--- config.mk ---
export PLATFORM = sky130hd
export DESIGN_NAME = pair_select_rr
export DESIGN_NICKNAME = d
export VERILOG_FILES = /design/src/rtl/MD_pkg.sv /design/src/rtl/rr_arbiter.sv /design/src/rtl/pair_select_rr.sv
export SDC_FILE = /design/constraint.sdc
export NUM_CORES = 1
export LEC_CHECK = 0
export CORE_AREA = 2 2 146 148
export CTS_BUF_LIST = sky130_fd_sc_hd__clkbuf_4 sky130_fd_sc_hd__clkbuf_8
export CTS_CLUSTER_DIAMETER = 40
export CTS_CLUSTER_SIZE = 28
export DETAILED_ROUTE_END_ITERATION = 12
export DIE_AREA = 0 0 148 150
export HOLD_SLACK_MARGIN = 0.05
export PLACE_DENSITY = 0.72
export SETUP_SLACK_MARGIN = 0.15
export SLEW_MARGIN = 20
export SYNTH_ARGS = -nofsm -noshare
export SYNTH_HDL_FRONTEND = slang
export SYNTH_SLANG_ARGS = --single-unit
--- constraint.sdc ---
create_clock -name clk -period 13.65 [get_ports clk]
set_input_delay 2.0475 -clock clk [delete_from_list [all_inputs] [get_ports clk]]
set_output_delay 2.0475 -clock clk [all_outputs]
set_load 0.03 [all_outputs]
--- src/rtl/MD_pkg.sv ---
// MD_pkg: shared definitions for the pair-selection stage.
//  - Default width constants for neighbour packet, node id and home particle id.
//  - pair_sel_t: the selected-pair record at the default widths.
//  - onehot2idx: encode a one-hot vector (up to OH_MAX bits) into its bit index.
package MD_pkg;

  localparam int unsigned POS_PKT_STRUCT_WIDTH = 16;
  localparam int unsigned NODE_ID_WIDTH        = 8;
  localparam int unsigned PARTICLE_ID_WIDTH    = 12;

  // Widest one-hot vector onehot2idx accepts.
  localparam int unsigned OH_MAX = 64;

  typedef struct packed {
    logic [POS_PKT_STRUCT_WIDTH-1:0] nb;
    logic [NODE_ID_WIDTH-1:0]        node_id;
    logic [PARTICLE_ID_WIDTH-1:0]    home_parid;
  } pair_sel_t;

  // OR of the indices of all set bits; exact for a one-hot input, 0 for all-zero.
  function automatic int unsigned onehot2idx(input logic [OH_MAX-1:0] oh);
    int unsigned idx;
    idx = 0;
    for (int unsigned i = 0; i < OH_MAX; i++) begin
      if (oh[i]) idx = idx | i;
    end
    return idx;
  endfunction

endpackage

--- src/rtl/rr_arbiter.sv ---
// rr_arbiter: one-of-N arbiter, round-robin (MODE=0) or fixed priority (MODE=1).
// Ports:
//  clk, rst    clock, synchronous active-high reset
//  req         request vector
//  advance     grant permitted this cycle; grant is all-zero when low
//  grant       one-hot grant (combinational)
//  grant_idx   index of the granted bit (0 when no grant)
// The round-robin pointer moves to grant_idx+1 (mod N) only on an actual grant.
module rr_arbiter
  import MD_pkg::*;
#(
  parameter int unsigned N    = 8,
  parameter int unsigned MODE = 0,
  localparam int unsigned IW  = (N > 1) ? $clog2(N) : 1
) (
  input  logic          clk,
  input  logic          rst,
  input  logic [N-1:0]  req,
  input  logic          advance,
  output logic [N-1:0]  grant,
  output logic [IW-1:0] grant_idx
);

  logic [IW-1:0] ptr;
  logic [N-1:0]  pick;

  always_comb begin
    logic        found;
    int unsigned k;
    pick  = '0;
    found = 1'b0;
    k     = 0;
    if (MODE == 1) begin
      for (int unsigned i = 0; i < N; i++) begin
        if (!found && req[i]) begin
          pick[i] = 1'b1;
          found   = 1'b1;
        end
      end
    end else begin
      // Scan N positions starting at ptr, wrapping past N-1 back to 0.
      for (int unsigned off = 0; off < N; off++) begin
        k = int'(ptr) + off;
        if (k >= N) k = k - N;
        if (!found && req[k]) begin
          pick[k] = 1'b1;
          found   = 1'b1;
        end
      end
    end
  end

  always_comb begin
    grant     = advance ? pick : '0;
    grant_idx = IW'(onehot2idx(OH_MAX'(grant)));
  end

  always_ff @(posedge clk) begin
    if (rst) begin
      ptr <= '0;
    end else if (MODE == 0 && |grant) begin
      ptr <= (grant_idx == IW'(N - 1)) ? '0 : grant_idx + 1'b1;
    end
  end

endmodule

--- src/rtl/pair_select_rr.sv ---
// pair_select_rr: arbitrates among NUM_CH filter output channels, pops the
// granted channel, registers its pair and holds it until the force pipeline
// accepts it.
// Ports:
//  clk, rst                 clock, synchronous active-high reset
//  i_ch_valid               per-channel "holds a pair"
//  i_ch_nb/node_id/home_parid  per-channel packed data, channel k at [k*W +: W]
//  o_ch_pop                 one-hot pop, combinational, 0 during reset
//  i_pair_ready             downstream accepts the held pair this cycle
//  o_*_selected             registered pair
//  o_pair_selected_valid    output register holds a pair
//  o_grant_idx              channel index of the held pair
//  o_pair_count             pairs accepted downstream (wraps)
module pair_select_rr
  import MD_pkg::*;
#(
  parameter int unsigned NUM_CH   = 8,
  parameter int unsigned NB_W     = POS_PKT_STRUCT_WIDTH,
  parameter int unsigned NODE_W   = NODE_ID_WIDTH,
  parameter int unsigned PID_W    = PARTICLE_ID_WIDTH,
  parameter int unsigned ARB_MODE = 0,
  parameter int unsigned CNT_W    = 32,
  localparam int unsigned IDX_W   = $clog2(NUM_CH)
) (
  input  logic                     clk,
  input  logic                     rst,
  input  logic [NUM_CH-1:0]        i_ch_valid,
  input  logic [NUM_CH*NB_W-1:0]   i_ch_nb,
  input  logic [NUM_CH*NODE_W-1:0] i_ch_node_id,
  input  logic [NUM_CH*PID_W-1:0]  i_ch_home_parid,
  output logic [NUM_CH-1:0]        o_ch_pop,
  input  logic                     i_pair_ready,
  output logic [NB_W-1:0]          o_nb_selected,
  output logic [NODE_W-1:0]        o_node_id_selected,
  output logic [PID_W-1:0]         o_home_selected_parid,
  output logic                     o_pair_selected_valid,
  output logic [IDX_W-1:0]         o_grant_idx,
  output logic [CNT_W-1:0]         o_pair_count
);

  // Same layout as pair_sel_t, but sized by this instance's parameters.
  typedef struct packed {
    logic [NB_W-1:0]   nb;
    logic [NODE_W-1:0] node_id;
    logic [PID_W-1:0]  home_parid;
  } pair_reg_t;

  pair_reg_t        held;
  logic             held_valid;
  logic [IDX_W-1:0] held_idx;
  logic             free;
  logic [IDX_W-1:0] gnt_idx;
  logic             any_grant;
  logic             accept;

  assign free   = !held_valid || i_pair_ready;
  assign accept = held_valid && i_pair_ready;

  rr_arbiter #(
    .N    (NUM_CH),
    .MODE (ARB_MODE)
  ) u_arb (
    .clk       (clk),
    .rst       (rst),
    .req       (i_ch_valid),
    .advance   (free && !rst),
    .grant     (o_ch_pop),
    .grant_idx (gnt_idx)
  );

  assign any_grant = |o_ch_pop;

  always_ff @(posedge clk) begin
    if (rst) begin
      held       <= '0;
      held_valid <= 1'b0;
      held_idx   <= '0;
    end else if (any_grant) begin
      held.nb         <= i_ch_nb[gnt_idx*NB_W +: NB_W];
      held.node_id    <= i_ch_node_id[gnt_idx*NODE_W +: NODE_W];
      held.home_parid <= i_ch_home_parid[gnt_idx*PID_W +: PID_W];
      held_idx        <= gnt_idx;
      held_valid      <= 1'b1;
    end else if (free) begin
      held_valid <= 1'b0;
    end
  end

  always_ff @(posedge clk) begin
    if (rst) begin
      o_pair_count <= '0;
    end else if (accept) begin
      o_pair_count <= o_pair_count + 1'b1;
    end
  end

  assign o_nb_selected         = held.nb;
  assign o_node_id_selected    = held.node_id;
  assign o_home_selected_parid = held.home_parid;
  assign o_pair_selected_valid = held_valid;
  assign o_grant_idx           = held_idx;

endmodule

Word-level counts from Yosys, hierarchy flattened
Index checks and enable logic that the tools add are counted.
{ "totals": {"ff_bits": 75, "inputBits": 299, "output_inout_bits": 80, "word_cells": 155} }
{ "classes": {"n_addsub": 17, "n_mul": 1, "n_lt_le_gt_ge": 24, "eq_ne": 1, "shift": 3, "n_mux": 66, "bitwise": 7, "reduce_logical": 29} }
{ "op_table": {"columns": ["op", "count"], "rows": [
  [">= comparator 32 x 1 -> 1 bit (second input constant)", 8],
  ["less-than comparator 32 x 4 -> 1 bit (second input constant)", 8],
  ["2-to-1 mux 32 bit", 8],
  [">= comparator 32 x 4 -> 1 bit (second input constant)", 7],
  ["subtractor 32 x 4 -> 32 bit (second input constant)", 7],
  ["indexed part select 128 x 8 -> 16 bit", 1],
  ["indexed part select 96 x 8 -> 12 bit", 1],
  ["2-to-1 mux 8 bit", 9],
  ["indexed part select 64 x 7 -> 8 bit", 1],
  ["OR 8 bit", 7],
  ["adder 32 x 1 -> 32 bit (second input constant)", 1],
  ["2-to-1 mux 1 bit", 26],
  ["binary-select mux 1 bit (select 3 bit)", 8],
  ["demux 1 bit (select 3 bit)", 8],
  ["logical AND 1 bit", 17],
  ["adder 3 x 3 -> 4 bit (second input constant)", 4],
  ["2-to-1 mux 3 bit", 5],
  ["zero test 1 bit", 9],
  ["adder 3 x 2 -> 4 bit (second input constant)", 2],
  ["OR reduction 8 bit", 1],
  ["multiplier 3 x 2 -> 5 bit (second input constant)", 1],
  ["subtractor 3 x 4 -> 5 bit (second input constant)", 1],
  ["adder 3 x 1 -> 4 bit (second input constant)", 1],
  [">= comparator 3 x 4 -> 1 bit (second input constant)", 1],
  ["other kinds (5)", 6]
]} }

Depth between registers and ports, before layout
{ "logic_depth": {"word_depth": 36, "ltp_mapped": 22, "ltp_nobuf": 15} }

Modules after synthesis
A second synthesis with hierarchy kept.
{ "unflattened": {"hier_cells": 682, "area_unflattened_um2": 6882.9} }
{ "by_module_without_submodules": {"columns": ["module", "instances", "cells_each", "area_each_um2", "seq_area_each_um2"], "rows": [
  ["pair_select_rr", 1, 456, 4971.0, 1441.4],
  ["rr_arbiter", 1, 226, 1911.8, 60.1]
]} }

Worst setup path before layout
No wires, ideal clock.
{ "synth_timing": {"path_kind": "input to output", "startpoint": "in i_ch_valid[7]", "endpoint": "out o_ch_pop[3]", "arrival_ns": 4.058, "required_time_ns": 11.602, "setup_slack_ns": 7.544, "stages": 7, "n_path_buf": 0, "path_cell_list": "mux4_2 mux2_2 or3_1 nor2b_1 a31oi_1 and3_1 nor2_1"} }
{ "synth_between": {"elab_chain_len": 25, "word_cells_on_any_way": 53} }
{ "synth_rtl": {"columns": ["item", "line_no", "rtl"], "rows": [
  ["from (decl)", "pair_select_rr.sv:27", "input logic [NUM_CH-1:0] i_ch_valid,"],
  ["binary-select mux 1 bit (select 3 bit)", "rr_arbiter.sv:45", "if (!found && req[k]) begin"],
  ["2-to-1 mux 1 bit (not written as such)", "rr_arbiter.sv:45", null],
  ["2-to-1 mux 1 bit", "rr_arbiter.sv:45", null],
  ["zero test 1 bit", "rr_arbiter.sv:45", null],
  ["logical AND 1 bit", "rr_arbiter.sv:45", null],
  ["2-to-1 mux 1 bit", "rr_arbiter.sv:45", null],
  ["zero test 1 bit", "rr_arbiter.sv:45", null],
  ["logical AND 1 bit", "rr_arbiter.sv:45", null],
  ["[9 not listed]", null, null],
  ["2-to-1 mux 1 bit", "rr_arbiter.sv:45", null],
  ["zero test 1 bit", "rr_arbiter.sv:45", null],
  ["logical AND 1 bit", "rr_arbiter.sv:45", null],
  ["2-to-1 mux 1 bit", "rr_arbiter.sv:45", null],
  ["zero test 1 bit", "rr_arbiter.sv:45", null],
  ["logical AND 1 bit", "rr_arbiter.sv:45", null],
  ["2-to-1 mux 8 bit *", "rr_arbiter.sv:45", null],
  ["2-to-1 mux 8 bit *", "rr_arbiter.sv:54", "grant = advance ? pick : '0;"],
  ["to (decl)", "pair_select_rr.sv:31", "output logic [NUM_CH-1:0] o_ch_pop,"]
]} }
Every way passes the cells marked *; elsewhere a longest branch is shown, timed or not. The select of a mux whose other input is x is not followed.

Final worst setup path
{ "layout_timing": {"startpoint": "in i_ch_valid[6]", "endpoint": "out o_ch_pop[6]"} }
Same word-level chain as after synthesis.

==> results by group <==
Hold path
  – Worst Hold Endpoint: o_home_selected_parid[5]
  – Worst min path class: register to register
  – Hold wc startpoint: o_home_selected_parid[5]
  – Hold path cells: 1

Logic synthesis
  – Compound-Gate Fraction of Synth Area: 24.10%
  – Adder-cell area share of the yosys netlist: 1.958%
  – Yosys Warn Count: 0
  – Area share of the leading cell type in the synthesized netlist: 21.36%
  – Syn_area_per_cell: 8.799 µm²
  – Post-synth top cells: mux2i_1, dfxtp_1, nor2_1
  – Synth Flop Type: dfxtp_1
  – Largest family of logic cells by synthesized area: compound AO/OA/AOI/OAI gates
  – EDFF count, synth: 0
  – Post-Syn Area: 7030 µm²
  – Yosys reg bits: 75
  – Largest cells by area after synthesis: dfxtp_1, mux2i_1, a211oi_1
  – Cell taking the most area after synthesis: dfxtp_1
  – Seq/Total Area, Yosys: 21.36%
  – Mux contribution to synthesized area: 22.82%
  – Synth cell types: 75
  – Net Count, Synth: 1109
  – Ys async rst share: 0%
  – Most frequent cell after synthesis: mux2i_1
  – Simple logic cell fraction of the synthesized area: 18.97%
  – Gate Count Post-Synth: 799
  – Synth Area in XOR/XNOR: between 4 and 5%

Clock tree
  – Hold_buf cts: 0
  – Num Clock Sinks: 75
  – Number of H-tree levels: 3
  – CTS tree: yes
  – Setup Fix Bufs, Post-CTS: 0
  – Number of CTS-inserted buffers: 9
  – Clk Latency, worst-skew pair: 0.38 ns
  – Post-CTS Resized: 0
  – Max Root-Sink Buffers: 2
  – CTS clock-pin slew for the worst setup and hold paths: 0.09 ns
  – Clock root buffer master: clkbuf_8

Worst setup path
  – Critical-path maximum fanout: 18
  – Critical Path RT: around 12 ns
  – Critical Path Most Common Cell: clkdlybuf4s50_1
  – Crit-path slowest cell: nor4_1
  – FF-to-FF End: o_node_id_selected[4]
  – R2r startpoint: u_arb.ptr[1]
  – Crit path launch type: input pin
  – FF-to-FF setup slack: approximately 7 ns
  – CP cell instances: clkdlybuf4s50_1, mux2i_1, mux4_2, a22o_1, nand3_1, nor3_1, nor4_1, nor2_1, clkdlybuf4s50_1
  – CP Data Arrival Time: 5.64 ns
  – CP Capture Type: output pin
  – Max incr delay on CP: about 0.76 ns
  – Setup Crit Path Kind: input pin to output pin
  – FF-to-FF path depth: 15

Global route
  – Largest net degree at the start of global routing: 62
  – First-pass GRT wire length: 45980 µm
  – Vias in the first global route: 7618
  – GRT Util Overall: 26.73%
  – Initial antenna violation count: 0
  – Total grt overflow: 0

Timing
  – Minimum clock period: 7.685 ns
  – Max-slew violation count: 0
  – Count of final setup violators: 0
  – Measured slew at the worst slew-check pin: 0.9943 ns
  – RSZ-0062 raised after global routing: no
  – Max Freq: 130.1 MHz
  – Fin crit share: 56.30%
  – Headroom to the max-slew limit: 33.71%
  – Final Skew: about 0.0096 ns
  – Setup TNS: 0 ns
  – Final Hold Viols: 0

Cells and area
  – Storage cell area: ~1500 µm²
  – Layout area overhead: 57.06%
  – ANT cells: 0
  – Final nets: 1442
  – Multi-input gate area: between 5000 and 6000 µm²
  – # fillers: 1983
  – Layout cells sized above 1: 7.564%
  – Final core utilization: 53.37%

Placed design
  – Hpwl dp: 24200 µm
  – GP Congestion: 0.9554
  – Port Buffers: 378

Pwr
  – P_int: approximately 1100 µW
  – LEAKAGE: 0.003939 µW
  – Sw Ratio: 52.44%
  – Switching power: 1173 µW
  – Clk pwr share: 8.3%
  – Sequential share of power: 13.8%
  – Peak VDD IR: 0.0001289 V
  – Combinational power share: 77.9%
  – Pwr Density: 202.6 nW/µm²

Route
  – Final WL: 31330 µm
  – DRT Pass-1 Iters: 5
  – WL per Instance: 22.19 µm
  – DR vias: 7882
  – DRC: 0
  – Initial DRC Count: ~500
  – Antenna Violating Nets Remaining: 0
  – Vias per cell: 5.582

Run status
  – Status: finished, final reports clean

Die
  – Num rows: 53
  – I/O Pins: approximately 380
  – Core region area: just over 20000 µm²
  – DIE WIDTH: 148 µm
  – Die H: 150 µm
  – Die area: 22200 µm²
  – Initial core utilization: 33.98%

Job
  – Max_cap viols: 0
through the flow:
step                      area, µm²  total power, µW  hold slack, ns  setup WS, ns  std cells
after floorplan                7030             1585          0.5905         7.544        799
after detailed placement      10820             2041          0.4488         6.000       1395
final                         11040             2237          0.4670         5.965       1412
after global routing          11040             2377          0.4918         5.737       1412
after global placement        10810             2052          0.4440         6.084       1395
after CTS                     11020             2236          0.4702         5.981       1411
worst max path at each step:
| stage | slack [ns] | cells past startpoint | startpoint | endpoint |
|---|---|---|---|---|
| after floorplan | 7.54 | 7 | i_ch_valid[7] | o_ch_pop[3] |
| after global placement | 6.08 | 9 | i_ch_valid[6] | o_ch_pop[6] |
| after detailed placement | 6.00 | 9 | i_ch_valid[6] | o_ch_pop[6] |
| after CTS | 5.98 | 9 | i_ch_valid[6] | o_ch_pop[6] |
| after global routing | 5.74 | 9 | i_ch_valid[6] | o_ch_pop[6] |
| final | 5.96 | 9 | i_ch_valid[6] | o_ch_pop[6] |
cell usage in the layout (no fill, tap or decap), drive strengths merged, types with 4 or more instances in the layout:
cell / netlist / routed
a2111oi: 13 / 13
a211o: 23 / 23
a211oi: 51 / 51
a21oi: 12 / 12
a221oi: 25 / 25
a31oi: 6 / 6
and2: 55 / 55
and3: 7 / 7
and4: 6 / 6
buf: 39 / 11
clkbuf: 27 / 10
clkdlybuf4s50: 0 / 377
dfxtp: 75 / 75
ha: 11 / 11
inv: 9 / 12
mux2: 22 / 22
mux2i: 110 / 110
mux4: 11 / 11
nand2: 39 / 39
nand2b: 5 / 5
nand3: 21 / 21
nand4: 17 / 17
nor2: 66 / 66
nor2b: 13 / 13
nor3: 4 / 4
nor3b: 4 / 4
nor4: 4 / 4
o21ai: 8 / 8
o21bai: 14 / 14
o22ai: 26 / 26
xnor2: 9 / 9
xor2: 26 / 26
kinds of logic (layout without fill, tap and decap cells):
kind of cell / after synthesis / after routing
buffers and inverters: 75 / 413
flip-flops: 75 / 75
AO/OA/AOI/OAI: 210 / 210
XOR/XNOR: 35 / 35
AND/OR/NAND/NOR: 250 / 250
adder cells (fa/ha/maj): 11 / 11
multiplexers: 143 / 143
routing by layer:
metal	wire [µm]	global-route usage, %	up-vias
li1	-	-	3730
met2	14560	42.99	356
met3	2853	8.079	61
met4	790	7.619	0
met5	0	0	-
met1	13120	34.68	3735
cell type report:
class / instances / share of cell area, %
clock inverter: 6 / 0.6572
timing repair buffer: 388 / 34.93
inverter: 9 / 0.3513
tap: 275 / 3.116
clock buffer: 10 / 1.190
multi-input combinational: 649 / 46.15
sequential: 75 / 13.60
sequential cells by signal (all words and copies together) (netlist names):
register,count
o_node_id_selected,8
o_pair_selected_valid,1
o_grant_idx,3
o_pair_count,32
o_home_selected_parid,12
o_nb_selected,16
u_arb.ptr,3
power groups by stage:
stage	combinational, µW	clock [µW]	sequential, µW
3_3_place_gp	1740	0	311
4_1_cts	1740	193	308
6_report	1740	185	308
5_1_grt	1860	202	315
2_1_floorplan	1200	0	385
3_5_place_dp	1730	0	312
critical path: cells and delay by family:
family,cells,cell delay (ns)
buf+inv,2,1.30
simple gates,4,1.19
mux,2,0.65
compound gates,1,0.43
No activity file was read; power rests on OpenSTA's default activity.
